<file path="src/rtl/imm_instr_encoder_pkg.sv">
// imm_instr_encoder_pkg: format codes, selector bit positions and FSM states
package imm_instr_encoder_pkg;
    localparam logic [1:0] FMT_I = 2'd0;
    localparam logic [1:0] FMT_S = 2'd1;
    localparam logic [1:0] FMT_B = 2'd2;
    localparam logic [1:0] FMT_X = 2'd3;
    localparam int OPC_SEL_BIT = 5;
    localparam int F3_SEL_BIT = 1;
    typedef enum logic [1:0] {IDLE, RUN, DRAIN, DONE} state_e;
endpackage

</file>
<file path="src/rtl/imm_word_pack.sv">
// imm_word_pack: packs I/S/B fields into a 32-bit word and flags illegal bundles
// fmt/opcode/funct3/rd/rs1/rs2/imm in, word out, illegal out
module imm_word_pack (
    input  logic [1:0]  fmt,
    input  logic [6:0]  opcode,
    input  logic [2:0]  funct3,
    input  logic [4:0]  rd,
    input  logic [4:0]  rs1,
    input  logic [4:0]  rs2,
    input  logic [12:0] imm,
    output logic [31:0] word,
    output logic        illegal
);
    import imm_instr_encoder_pkg::*;
    logic op5, f31, ovf;
    assign op5 = opcode[OPC_SEL_BIT];
    assign f31 = funct3[F3_SEL_BIT];
    // a 12-bit immediate must be the sign extension of bit 11
    assign ovf = imm[12] != imm[11];
    assign word = fmt == FMT_S ? {imm[11:5], rs2, rs1, funct3, imm[4:0], opcode} :
                  fmt == FMT_B ? {imm[12], imm[10:5], rs2, rs1, funct3, imm[4:1], imm[11], opcode} :
                                 {imm[11:0], rs1, funct3, rd, opcode};
    // the core picks the immediate format from opcode bit 5 and funct3 bit 1
    assign illegal = fmt == FMT_X ||
                     (fmt == FMT_I && (op5 || ovf)) ||
                     (fmt == FMT_S && (!op5 || !f31 || ovf)) ||
                     (fmt == FMT_B && (!op5 || f31 || imm[0]));
endmodule

</file>
<file path="src/rtl/imm_instr_encoder.sv">
// imm_instr_encoder: streams field bundles into encoded words written to instruction memory
// start_i/base_addr_i open a session; in_* is the bundle stream; mem_* is the write port;
// busy_o/done_o/err_o/words_o report session status
module imm_instr_encoder #(
    parameter int ADDR_W     = 32,
    parameter int FIFO_DEPTH = 2,
    parameter int CNT_W      = 16
) (
    input  logic              clk_i,
    input  logic              rst_i,
    input  logic              start_i,
    input  logic [ADDR_W-1:0] base_addr_i,
    input  logic              in_valid_i,
    output logic              in_ready_o,
    input  logic              in_last_i,
    input  logic [1:0]        fmt_i,
    input  logic [6:0]        opcode_i,
    input  logic [2:0]        funct3_i,
    input  logic [4:0]        rd_i,
    input  logic [4:0]        rs1_i,
    input  logic [4:0]        rs2_i,
    input  logic [12:0]       imm_i,
    output logic              mem_we_o,
    output logic [ADDR_W-1:0] mem_addr_o,
    output logic [31:0]       mem_data_o,
    input  logic              mem_ready_i,
    output logic              busy_o,
    output logic              done_o,
    output logic              err_o,
    output logic [CNT_W-1:0]  words_o
);
    import imm_instr_encoder_pkg::*;
    localparam int PW = $clog2(FIFO_DEPTH);
    state_e        state;
    logic [31:0]   fifo [FIFO_DEPTH];
    logic [PW-1:0] wr_ptr, rd_ptr;
    logic [PW:0]   cnt;
    logic [31:0]   word;
    logic          illegal, accept, push, pop, full;
    imm_word_pack u_pack (
        .fmt     (fmt_i),
        .opcode  (opcode_i),
        .funct3  (funct3_i),
        .rd      (rd_i),
        .rs1     (rs1_i),
        .rs2     (rs2_i),
        .imm     (imm_i),
        .word    (word),
        .illegal (illegal)
    );
    assign full       = cnt == (PW+1)'(FIFO_DEPTH);
    // no bypass: a full buffer refuses input even when it pops this cycle
    assign in_ready_o = state == RUN && !full;
    assign accept     = in_valid_i && in_ready_o;
    assign push       = accept && !illegal;
    assign mem_we_o   = cnt != '0;
    assign pop        = mem_we_o && mem_ready_i;
    // storage is not reset, so mask the head while empty
    assign mem_data_o = mem_we_o ? fifo[rd_ptr] : '0;
    assign busy_o     = state != IDLE;
    assign done_o     = state == DONE;
    always_ff @(posedge clk_i)
        if (push) fifo[wr_ptr] <= word;
    always_ff @(posedge clk_i or negedge rst_i) begin
        if (!rst_i) begin
            state      <= IDLE;
            wr_ptr     <= '0;
            rd_ptr     <= '0;
            cnt        <= '0;
            mem_addr_o <= '0;
            err_o      <= 1'b0;
            words_o    <= '0;
        end else begin
            if (push) wr_ptr <= wr_ptr + 1'b1;
            if (pop) rd_ptr <= rd_ptr + 1'b1;
            cnt <= cnt + (PW+1)'(push) - (PW+1)'(pop);
            if (pop) begin
                mem_addr_o <= mem_addr_o + ADDR_W'(4);
                words_o    <= &words_o ? words_o : words_o + 1'b1;
            end
            if (accept && illegal) err_o <= 1'b1;
            // the buffer is always empty in IDLE, so the session reset cannot collide with a pop
            case (state)
                IDLE: if (start_i) begin
                    state      <= RUN;
                    mem_addr_o <= base_addr_i;
                    err_o      <= 1'b0;
                    words_o    <= '0;
                end
                RUN:     if (accept && in_last_i) state <= DRAIN;
                DRAIN:   if (cnt == '0) state <= DONE;
                default: state <= IDLE;
            endcase
        end
    end
endmodule
</file>
<file path="config.mk">
export PLATFORM = sky130hd
export DESIGN_NAME = imm_instr_encoder
export DESIGN_NICKNAME = d
export VERILOG_FILES = /design/src/rtl/imm_instr_encoder_pkg.sv /design/src/rtl/imm_word_pack.sv /design/src/rtl/imm_instr_encoder.sv
export SDC_FILE = /design/constraint.sdc
export NUM_CORES = 1
export LEC_CHECK = 0
export CAP_MARGIN = 20
export CORE_ASPECT_RATIO = 1.1
export CORE_MARGIN = 1
export CORE_UTILIZATION = 49
export CTS_CLUSTER_DIAMETER = 60
export DETAILED_ROUTE_END_ITERATION = 8
export PLACE_DENSITY = 0.81
export SYNTH_ARGS = -nofsm -noshare
export SYNTH_HDL_FRONTEND = slang
export SYNTH_HIERARCHICAL = 1
export SYNTH_SLANG_ARGS = --single-unit
</file>
<file path="constraint.sdc">
create_clock -name clk_i -period 3.4 [get_ports clk_i]
set_input_delay 0.51 -clock clk_i [delete_from_list [all_inputs] [get_ports clk_i]]
set_output_delay 0.51 -clock clk_i [all_outputs]
set_load 0.005 [all_outputs]
</file>
Yosys cells after proc, flatten, opt, wreduce, memory -nomap -nowiden --
Memories as Yosys holds them, arrays and structs flattened. Index checks and enable logic that the tools add are counted.
Word-level totals: flip-flop bits (word level) 55, output and inout bits 85, bits in latches 0, memories 1, memory bits (writable) 64, input port bits 78, ROM bits 0
Memory list:
- fifo | depth 2, bits a word 32, read ports 1, clocked after memory_dff 0, wr ports 1, RTL line imm_instr_encoder.sv:35 | logic [31:0] fifo [FIFO_DEPTH];
Cells by class: bitwise operators 0, add/sub/neg operators 6, reductions and logical operators 28, shift operators 0, eq/ne operators 11, divide/modulo/power cells 0, multiplexer cells 19, multiply operators 0, $lt $le $gt $ge 0
Operators with widths (number):
- 32-bit two-way mux | 6
- 16-bit two-way mux | 4
- 32-bit by 3-bit adder with 32-bit output, second input constant | 1
- 16-bit by 1-bit adder with 16-bit output, second input constant | 1
- 16-bit AND reduction | 1
- 2-bit == test, second input constant | 5
- 1-bit logical AND | 9
- 1-bit logical OR | 8
- 2-bit zero test | 3
- 2-bit two-way mux | 3
- 2-bit case mux with 3 select lines | 1
- 1-bit two-way mux | 5
- 2-bit by 1-bit == test with 1-bit output, second input constant | 2
- 1-bit zero test | 4
- 2-bit inequality test, second input constant | 2
- 2-bit nonzero test | 2
- 3-bit AND reduction | 1
- 1-bit adder, second input constant | 2
- 2-bit by 1-bit adder with 2-bit output | 1
- 2-bit by 1-bit inequality test with 1-bit output, second input constant | 1
- 2-bit by 1-bit subtractor with 2-bit output | 1
- 1-bit inequality test | 1

Longest topological paths before layout --
Gate-level depths: netlist (run 1).
depth in word-level cells 10, depth in mapped cells 10, gate-level depth less buffers 9

Cells and area by module --
The synthesis (run 1) kept the hierarchy.
Modules (own cells, without submodules):
- imm_instr_encoder | cells each 491, times used 1, seq. area each 3298.2 µm², area an instance 5571.6 µm²
- imm_word_pack | cells each 44, times used 1, seq. area each 0.0 µm², area an instance 376.6 µm²

Least setup slack after synthesis (run 1) --
OpenSTA, ideal clock, no wires.
path type input to register, start point in fmt_i[1], end point mem fifo[0][0], enable pin, data arrival time 2.718 ns, path slack 0.261 ns, stages 6, buffers on the path 1, setup time 0.421 ns, cell sequence buf_2 -> nand2b_1 -> nor4b_1 -> nor3_1 -> nand3b_1 -> nor2_1
On the way: cells in the longest elaborated chain, start to end 9, elaborated cells between the ends (all ways) 14, classes of those cells 3 x eq/ne; 2 x mux; 9 x reduce/logical
RTL lines:
- start: declaration | RTL line imm_instr_encoder.sv:16 | input logic [1:0] fmt_i,
- 2-bit zero test | RTL line imm_word_pack.sv:25 | (fmt == FMT_I && (op5 || ovf)) ||
- 1-bit logical AND | RTL line imm_word_pack.sv:25
- 1-bit logical OR | RTL line imm_word_pack.sv:24 | assign illegal = fmt == FMT_X ||
- 1-bit logical OR | RTL line imm_word_pack.sv:25
- 1-bit logical OR (*) | RTL line imm_word_pack.sv:26 | (fmt == FMT_S && (!op5 || !f31 || ovf)) ||
- via illegal | RTL line imm_instr_encoder.sv:39 | logic illegal, accept, push, pop, full;
- 1-bit zero test (*) | RTL line imm_instr_encoder.sv:55 | assign push = accept && !illegal;
- 1-bit logical AND (*) | RTL line imm_instr_encoder.sv:55
- 1-bit two-way mux (*) | RTL line imm_instr_encoder.sv:63 | if (push) fifo[wr_ptr] <= word;
- 1-bit two-way mux (implied by the code) (*) | RTL line imm_instr_encoder.sv:63
- end: declaration | RTL line imm_instr_encoder.sv:35
Mark *: on every way through the listed nets, which the timed path passes. The rest lies on a longest branch.

Worst setup path in the final report (run 1) --
start point in fmt_i[1], end point reg cnt[1]
On the way: cells in the longest elaborated chain, start to end 9, elaborated cells between the ends (all ways) 14, classes of those cells 2 x add/sub; 3 x eq/ne; 9 x reduce/logical
RTL lines:
- 2-bit zero test | RTL line imm_word_pack.sv:25
- 1-bit logical AND | RTL line imm_word_pack.sv:25
- 1-bit logical OR | RTL line imm_word_pack.sv:24
- 1-bit logical OR | RTL line imm_word_pack.sv:25
- 1-bit logical OR (*) | RTL line imm_word_pack.sv:26
- via illegal | RTL line imm_instr_encoder.sv:39
- 1-bit zero test (*) | RTL line imm_instr_encoder.sv:55
- 1-bit logical AND (*) | RTL line imm_instr_encoder.sv:55
- 2-bit by 1-bit adder with 2-bit output (*) | RTL line imm_instr_encoder.sv:76 | cnt <= cnt + (PW+1)'(push) - (PW+1)'(pop);
- 2-bit by 1-bit subtractor with 2-bit output (*) | RTL line imm_instr_encoder.sv:76
- end signal: assignment | RTL line imm_instr_encoder.sv:76
- end: declaration | RTL line imm_instr_encoder.sv:37 | logic [PW:0] cnt;
Marks and branches as above. A chain may end at the register's enable or synchronous reset.

==> results.yml, run 1 <==
run_status:
  run_status: "complete, no violations"
setup_path:
  required_ns: 3.72
  cp_num_buf_inv: 2
  crit_path_end_kind: "flop"
  cp_slowest_cell: "clkdlybuf4s50_1"
  path_cells: "clkdlybuf4s50_1 > nand2b_1 > nor4b_1 > nor3_1 > nand3b_1 > ha_1 > inv_1 > ha_1 > xnor2_1 > xnor2_1"
  worst-path-stages: 10
  startpoint_type: "input port"
  worstRegToRegCells: 7
  arrival_ns: 2.99
  cp_max_fo: 7
  cp_slowest_stage_delay_ns: 0.71
  path_class: "input port to flop"
  crit_family: "simple AND/OR/NAND/NOR gates"
clock_tree:
  cts_buffers: 17
  cts.path.max_buffers: 2
  postCtsSetupBuffers: 0
  clk_latency_ns: 0.40
  clk_pin_slew_worst_paths_ns: 0.06
  cts_tree: "done"
  cts.sinks: 119
  htree_levels: 4
  cts_hold_buf: 0
  cts_resized: 0
  root_buffer: "clkbuf_16"
die:
  ios: 163
  start_util: 0.5108
  fp.dieW_um: 107.1
  core_um2: 11640
  dieArea_um2: 12580
  die_h_um: 117.6
  rows: 41
logic_synthesis:
  postSynthCellCount: 535
  yosys_register_bits: 119
  netlist_area_um2: 5948
  synth_edf_count: 64
  synthArstFlopShare: 0.4622
  avgSynthCellArea_um2: 11.12
  yosysWarnings: 6
  yosys_most_used_dff: "edfxtp_1"
  synth_nets: 621
  ys_seq_area_frac: 0.5545
  synth.distinct_cells: 55
power:
  power.leakage_nw: 3.081
  powerDensity_nw_per_um2: 771.3
  peakVddDrop_mv: 0.3694
sta:
  final-max-slew-violation-count: 0
  holdWs_ns: 0.2072
  rsz0062_at_grt: "false"
  setup_tns_ns: 0
  skew_ns: 0.01049
  slew_headroom: 0.4405
  hold_viol: 0
  finalSetupViolations: 0
  fin_crit_sh: 0.7855
  worst_pin_slew_ns: 0.8393
  fmax_ghz: 0.3744
  period_minus_slack_ns: 2.671
final_layout:
  design_area_um2: 8232
  nNetsFinal: 766
  diodes: 0
  most-common-layout-cells: "clkdlybuf4s50_1 (161), edfxtp_1 (64), nor2_1 (59)"
  stdcell_count: 843
  drive_gt1_frac: 0.09380
  synthToLayoutAreaGrowth_pct: 38.39
  mostFrequentLayoutCell: "clkdlybuf4s50_1"
  post-route-util: 0.7069
drt:
  wl_met2_um: 7122
  dr.first_iter.drc_count: 347
  drtAntennaViolNets: 0
  detail_route.vias_per_cell: 5.636
  via_count: 4751
  wl_met1_um: 5841
  dr.max_layer_used: "met4"
  wire_per_inst_um: 16.84
  drt_first_pass_iters: 5
  wl_met3_um: 1109
  finalWirelength_um: 14200
  drc: 0
global_routing:
  grt_pass1_wl_um: 22740
  grtUsageTotal: 0.2312
  overflow: 0
  grt_max_degree: 37
  antenna_found_initial: 0
  grt_pass1_vias: 4778
placement:
  dp_cells: 811
  portBuffers: 162
  gp_routability_congestion: 0.8353
  hpwl_um: 10230
  place_area_um2: 7582
hold_path:
  hold_path_class: "input port to asynchronous set/reset pin"
flow_run:
  cap_viol_max_count: 0
## layer usage
layer  vias up  track usage
met5         -            0
met4         0      0.06935
met3        10      0.06423
met2       208       0.3915
met1      2263       0.2859
li1       2270            -
## where the power goes
part           internal, mW  switching (mW)  total (mW)
clock                  1.31           0.630        1.94
combinational          1.26           0.939        2.20
sequential             1.79           0.419        2.21
total                  4.36            1.99        6.35
## path summary, 6_finish.rpt
check                                 end  slack [ns]     startpoint
max reg2reg                        cnt[1]        1.23         cnt[1]
min                           words_o[14]        0.21          rst_i
max                                cnt[1]        0.73       fmt_i[1]
max in group asynchronous  mem_addr_o[25]        2.39          rst_i
min reg2reg                 mem_addr_o[1]        0.49  mem_addr_o[1]
min in group clk_i          mem_addr_o[1]        0.49  mem_addr_o[1]
## through the flow
| step | power (mW) | worst slack (ns) |
|---|---|---|
| CTS | 6.381 | 0.7144 |
| global route | 6.713 | 0.5734 |
| global placement | 4.336 | 0.4571 |
| detailed placement | 4.420 | 0.3118 |
| floorplan | 3.187 | 0.2609 |
| finish | 6.349 | 0.7292 |
## area by class of cell
cell class	instances	area [µm²]
Timing Repair Buffer	172	1692
Multi-Input combinational cell	357	2355
Tap cell	150	187.7
Clock buffer	18	429.2
Sequential cell	119	3299
Clock inverter	14	220.2
Fill cell	842	3413
Inverter	13	48.80
## synth_stat cells, drive strengths merged, types with 9 or more instances
cell type | number | share of area
or3 | 10 | 0.011
nand2 | 44 | 0.028
xnor2 | 9 | 0.013
inv | 13 | 0.0082
mux2 | 11 | 0.021
nand4 | 16 | 0.018
buf | 24 | 0.030
nor2 | 62 | 0.039
nor3 | 9 | 0.0076
nor4 | 9 | 0.011
mux2i | 34 | 0.057
or4 | 19 | 0.025
a31oi | 20 | 0.021
nand3 | 14 | 0.012
o31ai | 15 | 0.019
dfrtp | 55 | 0.23
clkbuf | 22 | 0.014
o21ai | 16 | 0.013
edfxtp | 64 | 0.32
## cell families (layout without fill, tap and decap cells)
logic type | Yosys count | in the layout | synth area share
AOI/OAI and AO/OA | 81 | 81 | 0.09213
xor gates and xnor gates | 17 | 17 | 0.02819
adders and majority gates | 8 | 8 | 0.01683
buffers and inverters | 59 | 217 | 0.05259
DFF | 119 | 119 | 0.5545
muxes | 45 | 45 | 0.07804
and+or+nand+nor | 206 | 206 | 0.1777
## registers in the layout (all words and copies together), names as in the netlist
name	cells
rd_ptr	1
words_o	16
wr_ptr	1
fifo	64
state	2
cnt	2
mem_addr_o	32
err_o	1
## worst reg2reg max path, delay by kind of cell, from the launching register on
kind                       cells  cell delay [ns]
DFF                            1             0.48
AOI/OAI and AO/OA              1             0.47
adders and majority gates      2             0.52
buffers and inverters          2             0.32
xor gates and xnor gates       2             0.31
Note: power is estimated with default switching activity, not from simulation.
==> inputs of run 2 (changes only) <==
clock period = 2.75 ns   (was 3.4 ns; I/O delays follow)
==> run 2 against run 1 <==
Compared with the run above: clock power increased by 15%; clock skew decreased by 0.0020 ns; routed wire length is 2.4% higher; via count is 1.1% higher; register-to-register slack lost 0.60 ns; core utilization increased by 0.37 points; largest power group unchanged; largest cell class unchanged; setup slack got worse by 0.56 ns; power is 22% higher.
==> results.yml, run 2 (synthesis results as in run 1) <==
sta:
  rsz0062_at_grt: "false"
  finalSetupViolations: 0
  fmax_ghz: 0.3878
  period_minus_slack_ns: 2.579
  skew_ns: 0.008481
  final-max-slew-violation-count: 0
  hold_viol: 0
  setup_tns_ns: 0
  worst_pin_slew_ns: 0.7718
  holdWs_ns: 0.05186
  finalWorstSetupSlack_ns: 0.1712
  fin_crit_sh: 0.9377
  slew_headroom: 0.4812
clock_tree:
  cts_buffers: 17
  cts_tree: "done"
  cts_resized: 0
  cts.path.max_buffers: 2
  root_buffer: "clkbuf_16"
  htree_levels: 4
  cts.sinks: 119
  clk_latency_ns: 0.41
  postCtsSetupBuffers: 0
  cts_hold_buf: 0
  clk_pin_slew_worst_paths_ns: 0.06
drt:
  drt_first_pass_iters: 5
  detail_route.vias_per_cell: 5.663
  wl_met1_um: 5836
  dr.first_iter.drc_count: 287
  wl_met3_um: 1117
  dr.max_layer_used: "met4"
  wl_met2_um: 7327
  drc: 0
  wire_per_inst_um: 17.14
  drtAntennaViolNets: 0
  via_count: 4802
  finalWirelength_um: 14530
final_layout:
  top_register: "fifo"
  largest_register_ffs: 64
  top_regs: "fifo x64, mem_addr_o x32, words_o x16"
  design_area_um2: 8274
  drive_gt1_frac: 0.1003
  mostFrequentLayoutCell: "clkdlybuf4s50_1"
  most-common-layout-cells: "clkdlybuf4s50_1 (161), edfxtp_1 (64), nor2_1 (59)"
  synthToLayoutAreaGrowth_pct: 39.10
  nNetsFinal: 771
  diodes: 0
global_routing:
  grt_pass1_wl_um: 23740
  antenna_found_initial: 0
  grt_max_degree: 34
  grtUsageTotal: 0.2417
  overflow: 0
  grt_pass1_vias: 4902
run_status:
  run_status: "complete, no violations"
die:
  ios: 163
  die_h_um: 117.6
  core_um2: 11640
  fp.dieW_um: 107.1
  start_util: 0.5108
  dieArea_um2: 12580
  rows: 41
placement:
  place_area_um2: 7670
  hpwl_um: 10230
  gp_routability_congestion: 0.8519
  dpl_worst_slack_ns: 0.1709
  portBuffers: 162
hold_path:
  hold_path_class: "input port to asynchronous set/reset pin"
setup_path:
  arrival_ns: 2.17
  required_ns: 2.34
  cp_max_fo: 18
  crit_path_end_kind: "output port"
  startpoint_type: "flop"
  path_class: "flop to output port"
power:
  peakVddDrop_mv: 0.5215
  power.leakage_nw: 3.100
  powerDensity_nw_per_um2: 935.5
flow_run:
  cap_viol_max_count: 0
-- run 2: cell count changes in the layout (fill, tap and decap cells not counted), moves of 2 or more --
cell / previous run / this run
buf_12: 0 / 4
clkinv_4: 0 / 4
bufinv_16: 5 / 3
inv_6: 4 / 2
-- run 2: cell type report --
type                       instances  area, µm²
clock buffer                      17      425.4
clock inverter                    15      178.9
fill                             857       3371
inverter                          13      48.80
multi-input combinational        357       2355
sequential                       119       3299
tap                              150      187.7
timing repair buffer             177       1779
-- run 2: critical path: stages (launching register included) --
cell and delay, ns:
dfrtp_2 0.72, buf_12 0.25, mux2i_1 0.26, nor2_1 0.08, clkdlybuf4s50_1 0.45
-- run 2: worst paths after layout --
path	endpoint	cells after the start	startpoint	slack, ns
max	mem_data_o[20]	4	rd_ptr	0.17
min	words_o[14]	1	rst_i	0.05
max reg2reg	cnt[1]	7	cnt[1]	0.63
min reg2reg	mem_addr_o[0]	2	mem_addr_o[0]	0.50
max in group asynchronous	mem_addr_o[19]	2	rst_i	2.01
min in group clk_i	mem_addr_o[0]	2	mem_addr_o[0]	0.50
-- run 2: stage by stage --
| step | power, mW | std cells | utilization |
|---|---|---|---|
| after CTS | 7.781 | 848 | 0.7105 |
| after global placement | 5.405 | 816 | 0.6586 |
| final | 7.740 | 848 | 0.7105 |
| after global routing | 8.188 | 848 | 0.7105 |
| after detailed placement | 5.501 | 816 | 0.6586 |
| after floorplan | 3.940 | 535 | - |
-- run 2: power by group --
part / total (mW) / switching [mW] / internal, mW
Combinational: 2.75 / 1.16 / 1.59
Sequential: 2.76 / 0.542 / 2.21
Clock: 2.23 / 0.807 / 1.43
Total: 7.74 / 2.50 / 5.24
-- run 2: metal layers --
layer,vias up,GRT usage
met1,2297,0.2911
met3,23,0.06645
met4,0,0.08990
li1,2281,-
met5,-,0
met2,201,0.4101
